## src/rtl/pattern_seq_gen_if.sv

```systemverilog
// Pattern sequencer bus: table write port, playback control and the output stream.
// The controller drives through the master modport; the sequencer sits on the slave.
interface pattern_seq_gen_if #(
  parameter int unsigned DW = 8,
  parameter int unsigned AW = 3
);
  logic          i_wr_en;
  logic [AW-1:0] i_addr;
  logic [DW:0]   i_data;
  logic          i_start;
  logic          i_stop;
  logic [AW-1:0] i_len;
  logic          i_loop;
  logic          o_dv;
  logic [DW-1:0] o_data;
  logic          o_busy;
  logic          o_wrap;

  modport master (
    output i_wr_en, i_addr, i_data, i_start, i_stop, i_len, i_loop,
    input  o_dv, o_data, o_busy, o_wrap
  );

  modport slave (
    input  i_wr_en, i_addr, i_data, i_start, i_stop, i_len, i_loop,
    output o_dv, o_data, o_busy, o_wrap
  );
endinterface

```

## src/rtl/pattern_seq_gen.sv

```systemverilog
// Programmable pattern sequencer: plays a DEPTH-entry {valid, data} table, one entry per
// clock, in one-shot or loop mode. The table is written at runtime and reads are
// read-before-write. All outputs are registered.
// Optional build macro SEQ_DOWN_COUNT_EN: play entries from len down to 0 instead of 0 up to len.
module pattern_seq_gen #(
  parameter int unsigned DW    = 8,
  parameter int unsigned DEPTH = 8,
  parameter int unsigned AW    = 3
) (
  input logic               sclk,
  input logic               rst_n,
  pattern_seq_gen_if.slave  bus
);

  typedef enum logic [0:0] {StIdle, StRun} state_e;

  state_e        state_q, state_d;
  logic [AW-1:0] idx_q, idx_d;
  logic [AW-1:0] len_q, len_d;
  logic          loop_q, loop_d;
  logic          dv_q, dv_d;
  logic [DW-1:0] data_q, data_d;
  logic          busy_q, busy_d;
  logic          wrap_q, wrap_d;

  logic [DW:0]   tbl_q [DEPTH];
  logic [DW:0]   rd_word;

  logic          pass_end;
  logic [AW-1:0] idx_start;
  logic [AW-1:0] idx_reload;
  logic [AW-1:0] idx_step;

`ifdef SEQ_DOWN_COUNT_EN
  assign idx_start  = bus.i_len;
  assign idx_reload = len_q;
  assign idx_step   = idx_q - 1'b1;
  assign pass_end   = (idx_q == '0);
`else
  assign idx_start  = '0;
  assign idx_reload = '0;
  assign idx_step   = idx_q + 1'b1;
  assign pass_end   = (idx_q == len_q);
`endif

  // Old contents are read on a same-address write edge since the table updates with <=.
  assign rd_word = tbl_q[idx_q];

  // Pattern table storage, cleared by reset, writable in any state.
  always_ff @(posedge sclk or negedge rst_n) begin
    if (!rst_n) begin
      for (int i = 0; i < DEPTH; i++) begin
        tbl_q[i] <= '0;
      end
    end else if (bus.i_wr_en) begin
      tbl_q[bus.i_addr] <= bus.i_data;
    end
  end

  // FSM next state, playback index and registered output values.
  always_comb begin
    state_d = state_q;
    idx_d   = idx_q;
    len_d   = len_q;
    loop_d  = loop_q;
    dv_d    = 1'b0;
    data_d  = '0;
    busy_d  = 1'b0;
    wrap_d  = 1'b0;
    case (state_q)
      StIdle: begin
        if (bus.i_start && !bus.i_stop) begin
          state_d = StRun;
          len_d   = bus.i_len;
          loop_d  = bus.i_loop;
          idx_d   = idx_start;
          busy_d  = 1'b1;
        end
      end
      StRun: begin
        // Stop outranks the end-of-pass handling.
        if (bus.i_stop) begin
          state_d = StIdle;
          idx_d   = '0;
        end else begin
          busy_d = 1'b1;
          dv_d   = rd_word[DW];
          data_d = rd_word[DW-1:0];
          wrap_d = pass_end;
          if (pass_end) begin
            idx_d = idx_reload;
            if (!loop_q) begin
              state_d = StIdle;
            end
          end else begin
            idx_d = idx_step;
          end
        end
      end
      default: state_d = StIdle;
    endcase
  end

  // State and output registers.
  always_ff @(posedge sclk or negedge rst_n) begin
    if (!rst_n) begin
      state_q <= StIdle;
      idx_q   <= '0;
      len_q   <= '0;
      loop_q  <= 1'b0;
      dv_q    <= 1'b0;
      data_q  <= '0;
      busy_q  <= 1'b0;
      wrap_q  <= 1'b0;
    end else begin
      state_q <= state_d;
      idx_q   <= idx_d;
      len_q   <= len_d;
      loop_q  <= loop_d;
      dv_q    <= dv_d;
      data_q  <= data_d;
      busy_q  <= busy_d;
      wrap_q  <= wrap_d;
    end
  end

  assign bus.o_dv   = dv_q;
  assign bus.o_data = data_q;
  assign bus.o_busy = busy_q;
  assign bus.o_wrap = wrap_q;

endmodule

```

## src/flat_wrapper.sv

```systemverilog
// flat-port wrapper written by rule: the top's interface ports become plain ports
module pattern_seq_gen_flat 
#(
  parameter int unsigned DW    = 8,
  parameter int unsigned DEPTH = 8,
  parameter int unsigned AW    = 3
)
  (sclk, rst_n, bus_i_wr_en, bus_i_addr, bus_i_data, bus_i_start, bus_i_stop, bus_i_len, bus_i_loop, bus_o_dv, bus_o_data, bus_o_busy, bus_o_wrap);
  pattern_seq_gen_if #(.DW(DW), .AW(AW)) bus_i ();
  input logic sclk;
  input logic rst_n;
  input wire logic [$bits(bus_i.i_wr_en)-1:0] bus_i_wr_en;
  input wire logic [$bits(bus_i.i_addr)-1:0] bus_i_addr;
  input wire logic [$bits(bus_i.i_data)-1:0] bus_i_data;
  input wire logic [$bits(bus_i.i_start)-1:0] bus_i_start;
  input wire logic [$bits(bus_i.i_stop)-1:0] bus_i_stop;
  input wire logic [$bits(bus_i.i_len)-1:0] bus_i_len;
  input wire logic [$bits(bus_i.i_loop)-1:0] bus_i_loop;
  output wire logic [$bits(bus_i.o_dv)-1:0] bus_o_dv;
  output wire logic [$bits(bus_i.o_data)-1:0] bus_o_data;
  output wire logic [$bits(bus_i.o_busy)-1:0] bus_o_busy;
  output wire logic [$bits(bus_i.o_wrap)-1:0] bus_o_wrap;
  assign bus_i.i_wr_en = bus_i_wr_en;
  assign bus_i.i_addr = bus_i_addr;
  assign bus_i.i_data = bus_i_data;
  assign bus_i.i_start = bus_i_start;
  assign bus_i.i_stop = bus_i_stop;
  assign bus_i.i_len = bus_i_len;
  assign bus_i.i_loop = bus_i_loop;
  assign bus_o_dv = bus_i.o_dv;
  assign bus_o_data = bus_i.o_data;
  assign bus_o_busy = bus_i.o_busy;
  assign bus_o_wrap = bus_i.o_wrap;
  pattern_seq_gen #(.DW(DW), .DEPTH(DEPTH), .AW(AW)) u_core (.sclk(sclk), .rst_n(rst_n), .bus(bus_i));
endmodule
```

## config.mk

```make
export PLATFORM = sky130hd
export DESIGN_NAME = pattern_seq_gen_flat
export DESIGN_NICKNAME = d
export VERILOG_FILES = /design/src/rtl/pattern_seq_gen_if.sv /design/src/rtl/pattern_seq_gen.sv /design/src/flat_wrapper.sv
export SDC_FILE = /design/constraint.sdc
export NUM_CORES = 1
export LEC_CHECK = 0
export ABC_AREA = 1
export CAP_MARGIN = 20
export CORE_ASPECT_RATIO = 1.5
export CORE_MARGIN = 2
export CORE_UTILIZATION = 30
export CTS_CLUSTER_DIAMETER = 150
export DETAILED_ROUTE_END_ITERATION = 8
export PLACE_DENSITY = 0.52
export SLEW_MARGIN = 20
export SYNTH_ARGS = -nofsm -noshare
export SYNTH_HDL_FRONTEND = slang
export SYNTH_SLANG_ARGS = --single-unit
```

## constraint.sdc

```tcl
create_clock -name sclk -period 2.08 [get_ports sclk]
set_input_delay 0.624 -clock sclk [delete_from_list [all_inputs] [get_ports sclk]]
set_output_delay 0.624 -clock sclk [all_outputs]
set_load 0.005 [all_outputs]
```

==> reports/qor.yml <==
outcome: "finished clean"
ys_ff_latch: 91
crit_type: "reg2out"
ys_types: 26
reg2reg_setup_slack_ps: 520
core_area_um2: 14100
drive_above_1_share_pct: 7.16
track_usage_pct: 15.2
cp.buffers_inverters: 1
max_stage_delay_ps: 510
finalPower_uw: 5760
critical_path.top_delay_family: "buffers and inverters"
fin_skew_ps: 4.88
crit_cells: 1
crit_path_max_fanout: 1
gp_congestion: 0.779
port_buffers: 31
antenna_found_initial: 0
die-height_um: 151
fin_util_pct: 36.9
grt_first_pass_wirelength_um: 17800
ys_warn_count: 0
ant_nets: 0
switching_share_pct: 29.9
drt_wl_total_um: 10700
post_drt_wl_per_cell_um: 13.7
timing.rr.start: "u_core.idx_q[1]$_DFFE_PN0P_"
worstPathCellList: "clkdlybuf4s50_1"
grt_max_degree: 58
drv_cap: 0
synth_area_um2: 4310
areaGrowthSynthToFinish_pct: 20.6
fin_nets: 604
period_share_pct: 87.1
fillCellCount: 1505
hold_viol_final: 0
post-route-min-period_ps: 1810
cts_setup_buffers: 0
via_count: 3451
p_int_uw: 4030
hold_buffers: 0
whs_ps: 269
drv_slew: 0
clkLatencyLatePin_ps: 340
switching_power_uw: 1720
setup_ws_ps: 268
syn_nets: 575
drc: 0
p_comb_share_pct: 24.1
post_cts_resized: 0
vias_per_cell: 4.43
slew_headroom_pct: 61.5
dieWidth_um: 102
max_freq_mhz: 552
worst_r2r_endpoint: "u_core.bus.o_data[6]$_DFF_PN0_"
rsz0062_at_grt: "false"
ff2ff_path_depth: 6
place_hpwl_um: 7070
p_leak_uw: 0.00262
post-place-ws_ps: -55.0
worst_pin_slew_ps: 574
pwr-share-seq_pct: 39.2
dr.pass1.iters: 4
holdCritPathClass: "in2async"
cp.arrival_ps: 1190
cp-endpoint: "bus_o_data[0]"
cts_made_buffers: 9
die_area_um2: 15300
clkPwrFrac_pct: 36.7
critPathRequiredTime_ps: 1460
power.density_nw_per_um2: 1110
tritoncts: "yes"
grt_pass1_vias: 3500
multi_input_area_um2: 1530
synth_area_per_cell_um2: 7.79
ir_drop_v: 0.000457
htree_levels: 3
cts_root_buf: "clkbuf_16"
setup_viol: 0
worstSetupEndpointType: "primary output"
critPathLaunchType: "flip-flop"
clock_path_buffers: 2
netlist_instances: 553
clkSlewWorstSetupHoldPaths_ps: 70
start_util_pct: 30.6
dr.first_iter.drc_count: 189
grt-ovfl-total: 0
slowest_stage: "clkdlybuf4s50_1"
regArea_um2: 2280
cts_sinks: 91
pin_count: 32
crit_start: "u_core.bus.o_data[0]$_DFF_PN0_"
setup_tns_ps: 0
antenna_cells_inserted: 0
synth-seq-area-share_pct: 52.9
num_rows: 53
==> final cells by class <==
class	instances	share of cell area (%)
flip-flops and latches	91	43.8
multi-input cells	345	29.5
inverters	95	6.87
clock buffers	9	4.34
repair buffers	40	7.71
clock inverters	7	3.16
well taps	192	4.63
==> flip-flops by register name (all words and copies together) (netlist names) <==
register	count
u_core.loop_q	1
u_core.bus.o_data	8
u_core.tbl_q	72
u_core.bus.o_wrap	1
u_core.state_q	1
u_core.bus.o_dv	1
u_core.idx_q	3
u_core.len_q	3
u_core.bus.o_busy	1
==> power groups by stage <==
stage,Clock (µW),Sequential (µW),Combinational [µW]
after floorplan,0,2250,993
after global placement,0,2280,1390
after detailed placement,0,2290,1410
after CTS,2150,2260,1420
after global routing,2230,2300,1630
final,2110,2260,1390
==> cells in the mapped netlist, drive strengths merged <==
cell    instances  area (µm²)
a21oi           1        5.00
buf            18         126
clkbuf          4        16.3
clkinv          1        3.75
dfrtp          91        2280
ha              1        12.5
inv            94         353
nand2         187         722
nand3          51         260
nor2           26         110
nor3            2        21.3
o21a            1        7.51
o21ai          74         374
xnor2           1        8.76
xor2            1        8.76
==> how the worst min path moves through the flow <==
stage | start | end | slack [ps] | cells after the start
after floorplan | rst_n | u_core.bus.o_busy$_DFF_PN0_ | 330 | 0
after global placement | u_core.tbl_q[12]$_DFFE_PN0P_ | u_core.tbl_q[12]$_DFFE_PN0P_ | 470 | 2
after detailed placement | u_core.tbl_q[67]$_DFFE_PN0P_ | u_core.tbl_q[67]$_DFFE_PN0P_ | 470 | 2
after CTS | rst_n | u_core.tbl_q[27]$_DFFE_PN0P_ | 290 | 2
after global routing | rst_n | u_core.tbl_q[27]$_DFFE_PN0P_ | 290 | 2
final | rst_n | u_core.tbl_q[27]$_DFFE_PN0P_ | 270 | 2
==> metrics by stage <==
| step | instance area [µm²] | cells |
|---|---|---|
| final | 5190 | 779 |
| after CTS | 5190 | 779 |
| after floorplan | 4310 | 553 |
| after detailed placement | 4800 | 763 |
| after global placement | 4800 | 763 |
| after global routing | 5190 | 779 |
==> metal layers <==
| layer | share of wire, % | track usage [%] |
|---|---|---|
| met5 | 0 | 0 |
| met3 | 4.1 | 2.65 |
| met1 | 42 | 18.5 |
| met4 | 3.3 | 6.27 |
| met2 | 51 | 26.3 |
==> kinds of logic (layout without fill, tap and decap cells) <==
logic type	Yosys count	after routing	synth area share (%)
adders and majority gates	1	1	0.290
buffers and inverters	117	151	11.6
and+or+nand+nor	266	266	25.9
AOI/OAI and AO/OA	76	76	8.98
DFF	91	91	52.9
xor gates and xnor gates	2	2	0.407
==> cells in the final DEF, fill, tap and decap left out, types with 5 or more instances in the layout <==
| master | n |
|---|---|
| clkbuf_16 | 9 |
| nand2_1 | 179 |
| o21ai_0 | 37 |
| nand2_2 | 8 |
| o21ai_1 | 36 |
| inv_1 | 92 |
| clkdlybuf4s50_1 | 30 |
| nor2_1 | 23 |
| bufinv_16 | 5 |
| buf_4 | 8 |
| nand3_1 | 50 |
| dfrtp_1 | 91 |
No activity file was read; power rests on OpenSTA's default activity.
